`src/rtl/siphash_pkg.sv`:
```
// Shared constants and types for the SipHash controller and its round datapath.
package siphash_pkg;

    localparam logic [63:0] IV0       = 64'h736f6d6570736575;
    localparam logic [63:0] IV1       = 64'h646f72616e646f6d;
    localparam logic [63:0] IV2       = 64'h6c7967656e657261;
    localparam logic [63:0] IV3       = 64'h7465646279746573;
    localparam logic [63:0] FINAL_XOR = 64'hff;

    localparam int unsigned DEFAULT_C_ROUNDS = 2;
    localparam int unsigned DEFAULT_D_ROUNDS = 4;

    typedef enum logic [2:0] {
        StIdle,
        StWaitMsg,
        StComp,
        StFinal,
        StDone
    } state_e;

    function automatic logic [63:0] rotl64(input logic [63:0] x, input int unsigned r);
        return (x << r) | (x >> (64 - r));
    endfunction

endpackage

```
`src/rtl/round.sv`:
```
// One registered SipRound: outputs reflect the inputs sampled at the previous edge.
module round
    import siphash_pkg::*;
(
    input  logic        clk,
    input  logic        rst_n,
    input  logic [63:0] iv0,
    input  logic [63:0] iv1,
    input  logic [63:0] iv2,
    input  logic [63:0] iv3,
    output logic [63:0] ov0,
    output logic [63:0] ov1,
    output logic [63:0] ov2,
    output logic [63:0] ov3
);

    logic [63:0] s0a, s0b, s0c, s1a, s1b, s2a, s2b, s2c, s3a, s3b;

    always_comb begin
        s0a = iv0 + iv1;
        s1a = rotl64(iv1, 13) ^ s0a;
        s0b = rotl64(s0a, 32);
        s2a = iv2 + iv3;
        s3a = rotl64(iv3, 16) ^ s2a;
        s0c = s0b + s3a;
        s3b = rotl64(s3a, 21) ^ s0c;
        s2b = s2a + s1a;
        s1b = rotl64(s1a, 17) ^ s2b;
        s2c = rotl64(s2b, 32);
    end

    always_ff @(posedge clk) begin
        if (!rst_n) begin
            ov0 <= '0;
            ov1 <= '0;
            ov2 <= '0;
            ov3 <= '0;
        end else begin
            ov0 <= s0c;
            ov1 <= s1b;
            ov2 <= s2c;
            ov3 <= s3b;
        end
    end

endmodule

```
`src/rtl/siphash_ctrl.sv`:
```
// SipHash-C-D sequencer: loads the key, absorbs padded words and finalizes using one
// registered round instance iterated back-to-back.
module siphash_ctrl
    import siphash_pkg::*;
#(
    parameter int unsigned C_ROUNDS = DEFAULT_C_ROUNDS,
    parameter int unsigned D_ROUNDS = DEFAULT_D_ROUNDS
) (
    input  logic         clk,
    input  logic         rst_n,
    input  logic         start,
    input  logic [127:0] key,
    output logic         busy,
    input  logic         msg_valid,
    output logic         msg_ready,
    input  logic [63:0]  msg_data,
    input  logic         msg_last,
    output logic         hash_valid,
    input  logic         hash_ready,
    output logic [63:0]  hash
);

    localparam int unsigned MaxRounds = (C_ROUNDS > D_ROUNDS) ? C_ROUNDS : D_ROUNDS;
    localparam int unsigned CntW      = $clog2(MaxRounds + 1);

    state_e          state_q, state_d;
    logic [63:0]     v0_q, v1_q, v2_q, v3_q, v0_d, v1_d, v2_d, v3_d;
    logic [63:0]     m_q, m_d, hash_q, hash_d;
    logic            last_q, last_d;
    logic [CntW-1:0] cnt_q, cnt_d;
    logic [63:0]     iv0, iv1, iv2, iv3, ov0, ov1, ov2, ov3;

    round u_round (
        .clk   (clk),
        .rst_n (rst_n),
        .iv0   (iv0),
        .iv1   (iv1),
        .iv2   (iv2),
        .iv3   (iv3),
        .ov0   (ov0),
        .ov1   (ov1),
        .ov2   (ov2),
        .ov3   (ov3)
    );

    always_comb begin
        state_d = state_q;
        v0_d    = v0_q;
        v1_d    = v1_q;
        v2_d    = v2_q;
        v3_d    = v3_q;
        m_d     = m_q;
        last_d  = last_q;
        cnt_d   = cnt_q;
        hash_d  = hash_q;
        // Round inputs idle on the current state vector unless a round is being issued.
        iv0     = v0_q;
        iv1     = v1_q;
        iv2     = v2_q;
        iv3     = v3_q;
        case (state_q)
            StIdle: begin
                if (start) begin
                    v0_d    = key[63:0]   ^ IV0;
                    v1_d    = key[127:64] ^ IV1;
                    v2_d    = key[63:0]   ^ IV2;
                    v3_d    = key[127:64] ^ IV3;
                    state_d = StWaitMsg;
                end
            end
            StWaitMsg: begin
                if (msg_valid) begin
                    iv3     = v3_q ^ msg_data;
                    m_d     = msg_data;
                    last_d  = msg_last;
                    cnt_d   = CntW'(1);
                    state_d = StComp;
                end
            end
            StComp: begin
                if (cnt_q < CntW'(C_ROUNDS)) begin
                    {iv0, iv1, iv2, iv3} = {ov0, ov1, ov2, ov3};
                    cnt_d = cnt_q + CntW'(1);
                end else begin
                    v0_d    = ov0 ^ m_q;
                    v1_d    = ov1;
                    v2_d    = ov2;
                    v3_d    = ov3;
                    cnt_d   = '0;
                    state_d = last_q ? StFinal : StWaitMsg;
                end
            end
            StFinal: begin
                // cnt 0 issues the first finalization round with the v2 tweak.
                if (cnt_q == '0) begin
                    iv2   = v2_q ^ FINAL_XOR;
                    cnt_d = CntW'(1);
                end else if (cnt_q < CntW'(D_ROUNDS)) begin
                    {iv0, iv1, iv2, iv3} = {ov0, ov1, ov2, ov3};
                    cnt_d = cnt_q + CntW'(1);
                end else begin
                    hash_d  = ov0 ^ ov1 ^ ov2 ^ ov3;
                    cnt_d   = '0;
                    state_d = StDone;
                end
            end
            StDone: begin
                if (hash_ready) state_d = StIdle;
            end
            default: state_d = StIdle;
        endcase
    end

    always_ff @(posedge clk) begin
        if (!rst_n) begin
            state_q <= StIdle;
            v0_q    <= '0;
            v1_q    <= '0;
            v2_q    <= '0;
            v3_q    <= '0;
            m_q     <= '0;
            last_q  <= 1'b0;
            cnt_q   <= '0;
            hash_q  <= '0;
        end else begin
            state_q <= state_d;
            v0_q    <= v0_d;
            v1_q    <= v1_d;
            v2_q    <= v2_d;
            v3_q    <= v3_d;
            m_q     <= m_d;
            last_q  <= last_d;
            cnt_q   <= cnt_d;
            hash_q  <= hash_d;
        end
    end

    assign busy       = (state_q != StIdle);
    assign msg_ready  = (state_q == StWaitMsg);
    assign hash_valid = (state_q == StDone);
    assign hash       = hash_q;

endmodule

```
`config.mk`:
```
export PLATFORM = sky130hd
export DESIGN_NAME = siphash_ctrl
export DESIGN_NICKNAME = d
export VERILOG_FILES = /design/src/rtl/siphash_pkg.sv /design/src/rtl/round.sv /design/src/rtl/siphash_ctrl.sv
export SDC_FILE = /design/constraint.sdc
export NUM_CORES = 2
export LEC_CHECK = 0
export CORE_ASPECT_RATIO = 1.25
export CORE_UTILIZATION = 56
export DETAILED_ROUTE_END_ITERATION = 8
export GPL_TIMING_DRIVEN = 0
export PLACE_DENSITY = 0.75
export SYNTH_ARGS = -nofsm -noshare
export SYNTH_HDL_FRONTEND = slang
export SYNTH_HIERARCHICAL = 1
export SYNTH_SLANG_ARGS = --single-unit
export TNS_END_PERCENT = 50
```
`constraint.sdc`:
```
create_clock -name clk -period 10 [get_ports clk]
set_input_delay 2 -clock clk [delete_from_list [all_inputs] [get_ports clk]]
set_output_delay 2 -clock clk [all_outputs]
set_load 0.005 [all_outputs]
```
==> results of run 1 <==
## synthesized netlist by cell type (5+ instances only)
| cell type | instances | area share |
|---|---|---|
| sky130_fd_sc_hd__a211oi_1 | 20 | 0.0032 |
| sky130_fd_sc_hd__a21boi_0 | 248 | 0.040 |
| sky130_fd_sc_hd__a21o_1 | 179 | 0.029 |
| sky130_fd_sc_hd__a21oi_1 | 380 | 0.041 |
| sky130_fd_sc_hd__a221oi_1 | 7 | 0.0013 |
| sky130_fd_sc_hd__a31o_2 | 6 | 0.0011 |
| sky130_fd_sc_hd__a31oi_1 | 31 | 0.0041 |
| sky130_fd_sc_hd__a41oi_1 | 9 | 0.0017 |
| sky130_fd_sc_hd__and2_1 | 139 | 0.019 |
| sky130_fd_sc_hd__and3_1 | 95 | 0.013 |
| sky130_fd_sc_hd__and4_1 | 7 | 0.0013 |
| sky130_fd_sc_hd__buf_1 | 10 | 0.00080 |
| sky130_fd_sc_hd__buf_2 | 25 | 0.0027 |
| sky130_fd_sc_hd__buf_4 | 17 | 0.0027 |
| sky130_fd_sc_hd__clkbuf_1 | 320 | 0.026 |
| sky130_fd_sc_hd__dfxtp_1 | 647 | 0.28 |
| sky130_fd_sc_hd__ha_1 | 255 | 0.068 |
| sky130_fd_sc_hd__inv_1 | 85 | 0.0068 |
| sky130_fd_sc_hd__mux2_1 | 78 | 0.019 |
| sky130_fd_sc_hd__mux2_2 | 108 | 0.026 |
| sky130_fd_sc_hd__mux2i_1 | 9 | 0.0019 |
| sky130_fd_sc_hd__nand2_1 | 987 | 0.079 |
| sky130_fd_sc_hd__nand2b_1 | 30 | 0.0040 |
| sky130_fd_sc_hd__nand3_1 | 142 | 0.015 |
| sky130_fd_sc_hd__nand4_1 | 70 | 0.0093 |
| sky130_fd_sc_hd__nor2_1 | 271 | 0.022 |
| sky130_fd_sc_hd__nor2b_1 | 27 | 0.0036 |
| sky130_fd_sc_hd__nor3_1 | 39 | 0.0042 |
| sky130_fd_sc_hd__nor4_1 | 14 | 0.0019 |
| sky130_fd_sc_hd__o211a_1 | 159 | 0.034 |
| sky130_fd_sc_hd__o211ai_1 | 160 | 0.026 |
| sky130_fd_sc_hd__o21a_1 | 31 | 0.0050 |
| sky130_fd_sc_hd__o21ai_0 | 202 | 0.022 |
| sky130_fd_sc_hd__o21ai_1 | 30 | 0.0032 |
| sky130_fd_sc_hd__o21bai_1 | 64 | 0.010 |
| sky130_fd_sc_hd__o221ai_1 | 8 | 0.0015 |
| sky130_fd_sc_hd__o22ai_1 | 5 | 0.00067 |
| sky130_fd_sc_hd__o31ai_1 | 18 | 0.0029 |
| sky130_fd_sc_hd__o41ai_1 | 13 | 0.0024 |
| sky130_fd_sc_hd__or2_2 | 16 | 0.0021 |
| sky130_fd_sc_hd__or3_1 | 11 | 0.0015 |
| sky130_fd_sc_hd__xnor2_1 | 483 | 0.090 |
| sky130_fd_sc_hd__xnor3_1 | 7 | 0.0034 |
| sky130_fd_sc_hd__xor2_1 | 265 | 0.049 |
| sky130_fd_sc_hd__xor3_1 | 7 | 0.0035 |
## what timing repair did
action | in CTS
buffers inserted | 5
gates resized for setup | 113
pin swaps | 4
setup endpoints to repair | 165
## layer usage
layer	GRT overflow	track usage
met1	0	0.707
met2	8	0.897
met3	0	0.485
met4	13	0.686
met5	0	0.0641
## metrics by stage
step | worst slack, ns | std cells | cell area, um^2
after floorplan | 1.74 | 5835 | 46900
after global placement | -3.18 | 7178 | 50900
after detailed placement | -3.16 | 7179 | 50900
after CTS | 0.00441 | 7313 | 53900
## cell families after synthesis
logic type	after synthesis	synth area share
fa+ha+maj	259	0.0697
compound gates	1637	0.242
mux	196	0.0469
buf+inv	464	0.0397
xor+xnor	763	0.147
simple gates	1869	0.178
flops	647	0.276
==> results.md, run 1 <==
| Result | Value | Unit |
|---|---|---|
| Warning count from the yosys run | 6 | - |
| Count of input and output buffers | 263 | - |
| Max Buffers Root-to-Sink | 3 | - |
| Failing step | global routing | - |
| Standard-cell rows | 118 | - |
| Average instance area after synthesis | 8.04 | um^2 |
| Tool Error | [ERROR GRT-0116] Global routing finished with congestion. Check the congestion regions in the DRC Viewer. | - |
| Number of synthesized flops with an enable pin | 0 | - |
| Die X-Extent | 261 | um |
| Seq/Total Area, Yosys | 0.276 | - |
| Wire length of the first global-routing pass | 414000 | um |
| Top Ports | 265 | - |
| Cell at the root of the clock tree | sky130_fd_sc_hd__clkbuf_16 | - |
| Number of buffers created by CTS | 70 | - |
| Starting density of the core | 0.566 | - |
| Number of global-route vias before repair | 53504 | - |
| Post-synthesis register bit count | 647 | - |
| Prevailing post-synth register cell | sky130_fd_sc_hd__dfxtp_1 | - |
| Count of hold buffers inserted by post-cts repair | 0 | - |
| Number of distinct library cells after synthesis | 93 | - |
| GRT Util Overall | 0.693 | - |
| Net Count, Synth | 6292 | - |
| Number of H-tree branching levels | 3 | - |
| Placer congestion estimate | 1.31 | - |
| Outcome | stopped before the end | - |
| Remaining global-route overflow | 21 | - |
| Ys async rst share | 0 | - |
| Combined area of all synthesized cells | 46900 | um^2 |
| TritonCTS Sinks | 647 | - |
| Half-perimeter wire length after detailed placement | 227000 | um |
| Count of mapped cells out of synthesis | 5835 | - |
| Pin count of the biggest net entering global routing | 16 | - |
| Die Y-Extent | 326 | um |
==> inputs of run 2 (changes only) <==
--- a/config.mk
+++ b/config.mk
@@ -5,11 +5,10 @@
 export SDC_FILE = /design/constraint.sdc
 export NUM_CORES = 2
 export LEC_CHECK = 0
-export CORE_ASPECT_RATIO = 1.25
-export CORE_UTILIZATION = 56
+export CORE_UTILIZATION = 40
 export DETAILED_ROUTE_END_ITERATION = 8
 export GPL_TIMING_DRIVEN = 0
-export PLACE_DENSITY = 0.75
+export PLACE_DENSITY_LB_ADDON = 0.15
 export SYNTH_ARGS = -nofsm -noshare
 export SYNTH_HDL_FRONTEND = slang
 export SYNTH_HIERARCHICAL = 1
==> results.md, run 2 <==
| Result | Value | Unit | Delta |
|---|---|---|---|
| Pin count of the biggest net entering global routing | 14 | - |  |
| Max Buffers Root-to-Sink | 3 | - | unchanged |
| Most used standard cells in the synthesized netlist | sky130_fd_sc_hd__nand2_1, sky130_fd_sc_hd__dfxtp_1, sky130_fd_sc_hd__xnor2_1 | - |  |
| Most common cell in the netlist | sky130_fd_sc_hd__nand2_1 | - |  |
| Minimum clock period | 10.33 | ns |  |
| Highest fanout seen on the critical path | 10 | - |  |
| Number of DRC violations after detailed routing | 0 | - |  |
| Worst Setup Slack, final | -0.327 | ns |  |
| Met1 layer usage reported by global route | 0.640 | - |  |
| Remaining global-route overflow | 0 | - |  |
| Slew at the pin closest to its max-slew limit | 1.67 | ns |  |
| Number of distinct library cells after synthesis | 93 | - | unchanged |
| Number of buffers created by CTS | 81 | - | +16% |
| Highest cell delay on the worst timing path | 0.66 | ns |  |
| Top cell by count, worst path | sky130_fd_sc_hd__clkbuf_1 | - |  |
| Hold Path Cell Cnt | 2 | - |  |
| Per-cell routed wire length | 39.8 | um |  |
| Core footprint | 116000 | um^2 |  |
| Area share of the largest cell type after synthesis | 0.276 | - | unchanged |
| Post-Route Skew | 0.0372 | ns |  |
| First-iteration detailed-routing DRC count | 8211 | - |  |
| Met3 Use GR | 0.173 | - |  |
| Unrepaired setup endpoints after global routing | yes | - |  |
| Data required time at the worst endpoint | 10.57 | ns |  |
| Crit Reg-Reg Endpoint | u_round/ov1[38] | - |  |
| Number of search-and-repair iterations in the first detailed-routing pass | 6 | - |  |
| Setup slack, reg-to-reg | -0.17 | ns |  |
| Max-capacitance violation count | 9 | - |  |
| Prevailing post-synth register cell | sky130_fd_sc_hd__dfxtp_1 | - |  |
| Outcome | finished, violations left | - |  |
| Area overhead of the layout relative to synthesis | 21.4 | % |  |
| Placer congestion estimate | 1.23 | - | -5.9% |
| Average instance area after synthesis | 8.04 | um^2 | unchanged |
| Most crowded layer after global routing | met2 | - |  |
| Worst reg2reg startpoint | cnt_q[1] | - |  |
| Upper clock frequency limit | 0.0968 | GHz |  |
| Worst setup path end | u_round/ov3[57] | - |  |
| Most common library cell in the layout ignoring fill and taps | sky130_fd_sc_hd__nand2_1 | - |  |
| Largest delay contributor family on the critical path | buffers and inverters | - |  |
| Library cell with the largest summed area after synthesis | sky130_fd_sc_hd__dfxtp_1 | - |  |
| Wire length of the first global-routing pass | 405000 | um |  |
| Number of H-tree branching levels | 3 | - | unchanged |
| Number of antenna violations at the first check in global routing | 43 | - |  |
| Warning count from the yosys run | 6 | - | unchanged |
| Violated checks | max-capacitance violations, max-slew violations, negative setup slack | - |  |
| Crit path DAT | 10.90 | ns |  |
| Via count of the routed design | 51261 | - |  |
| Worst hold path type | reg -> reg | - |  |
| Clock insertion delay at the later pin of the skew report | 0.70 | ns |  |
| Starting density of the core | 0.404 | - | -0.163 |
| Count of hold buffers inserted by post-cts repair | 0 | - | unchanged |
| Worst setup timing slack at the placement stage | -4.39 | ns | -1.24 ns |
| Number of global-route vias before repair | 46707 | - |  |
| Final routed wirelength across all metal layers | 312000 | um |  |
| Clock edge transition at the registers on the reported setup and hold paths | 0.07 | ns |  |
| Standard-cell rows | 125 | - | +5.9% |
| Average via count per standard cell | 6.55 | - |  |
| Fraction of layout instances using a drive strength above 1 | 0.102 | - |  |
| CP max stage cell | sky130_fd_sc_hd__and2_1 | - |  |
| CTS tree | yes | - |  |
| Final hold violation count | 0 | - |  |
| Nets@finish | 6686 | - |  |
| Net Count, Synth | 6292 | - | unchanged |
| Leading cell types in the layout, fill and taps excluded | sky130_fd_sc_hd__nand2_1, sky130_fd_sc_hd__dfxtp_1, sky130_fd_sc_hd__xnor2_1 | - |  |
| GRT Util Overall | 0.508 | - |  |
| Element type at the critical path start | input port | - |  |
| Half-perimeter wire length after detailed placement | 261000 | um | +15% |
| Max Transition Viols Final | 69 | - |  |
| Die X-Extent | 344 | um | +32% |
| Start-to-end type of the worst setup path | in -> reg | - |  |
| Top cells by area in the synthesized netlist | sky130_fd_sc_hd__dfxtp_1, sky130_fd_sc_hd__xnor2_1, sky130_fd_sc_hd__nand2_1 | - |  |
| TritonCTS Sinks | 647 | - | unchanged |
| Post-synthesis register bit count | 647 | - | unchanged |
| CP Capture Type | register | - |  |
| Critical path depth | 25 | - |  |
| Count of mapped cells out of synthesis | 5835 | - | unchanged |
| Top Ports | 265 | - | unchanged |
| Ys async rst share | 0 | - | unchanged |
| Worst slew margin relative to its limit | -0.111 | - |  |
| Critical path origin | msg_valid | - |  |
| Full die area | 119000 | um^2 |  |
| Worst Reg2Reg Path Length in Cells | 27 | - |  |
| Final number of setup-violating endpoints | 32 | - |  |
| Routed Antenna Nets | 0 | - |  |
| Number of synthesized flops with an enable pin | 0 | - | unchanged |
| Count of filler cells inserted in the layout | 11423 | - |  |
| Buffering stage count on the worst path with inverters included | 6 | - |  |
| Final worst-path cycle share | 1.03 | - |  |
| Count of input and output buffers | 263 | - | unchanged |
| Combined area of all synthesized cells | 46900 | um^2 | unchanged |
| Met2 track utilization from global routing | 0.696 | - |  |
| Cell at the root of the clock tree | sky130_fd_sc_hd__clkbuf_16 | - |  |
| Die Y-Extent | 344 | um | +5.8% |
| Seq/Total Area, Yosys | 0.276 | - | unchanged |
-- run 2: cell counts after synthesis --
Identical to the previous run, type by type.
-- run 2: layout make-up --
class,count,area (um^2),area share
clock buffers,114,2340,0.0412
inverters,87,328,0.00576
plain buffers,367,1560,0.0273
flip-flops and latches,647,13000,0.227
diodes,12,30.0,0.000527
clock inverters,30,459,0.00806
repair buffers,321,3290,0.0578
multi-input cells,4724,34100,0.598
well taps,1524,1910,0.0335
-- run 2: worst min-delay path by stage --
stage	start	slack, ns	endpoint
floorplan	v0_q[13]	0.44	v0_q[13]
global placement	v0_q[37]	0.45	v0_q[37]
detailed placement	v1_q[22]	0.46	v1_q[22]
CTS	v0_q[54]	0.46	v0_q[54]
global route	v1_q[22]	0.48	v1_q[22]
finish	v0_q[54]	0.46	v0_q[54]
-- run 2: cells by family after synthesis --
logic type,share of synthesized area
simple gates,0.178
compound gates,0.242
xor+xnor,0.147
flops,0.276
buf+inv,0.0397
fa+ha+maj,0.0697
mux,0.0469
-- run 2: tightest hold or removal path, cell delays in order (launching register included) --
cell and delay [ns]:
sky130_fd_sc_hd__dfxtp_1 0.31, sky130_fd_sc_hd__nand2_1 0.05, sky130_fd_sc_hd__a21boi_0 0.06
-- run 2: what timing repair did --
item                       CTS  global route
gates resized for setup    274            76
setup buffers               29            18
pin swaps                   21            12
setup endpoints to repair  188            48
-- run 2: routing by layer --
metal,vias to the layer above,part of all wire
li1,21227,-
met1,25187,0.38
met2,3914,0.39
met3,909,0.13
met4,24,0.096
met5,-,0.0010
-- run 2: through the flow --
step / hold slack (ns) / util / instances / area [um^2] / setup TNS [ns]
5_1_grt: 0.480 / 0.490 / 7820 / 56900 / -0.0701
4_1_cts: 0.463 / 0.485 / 7800 / 56400 / 0
2_1_floorplan: 0.437 / - / 5835 / 46900 / 0
6_report: 0.464 / 0.490 / 7826 / 57000 / -4.52
3_5_place_dp: 0.456 / 0.445 / 7633 / 51700 / -497.17
3_3_place_gp: 0.446 / 0.443 / 7622 / 51500 / -815.38
Power of run 2 is not shown: default switching activity piles up to over one toggle a cycle in this logic, so the estimate is an artifact.
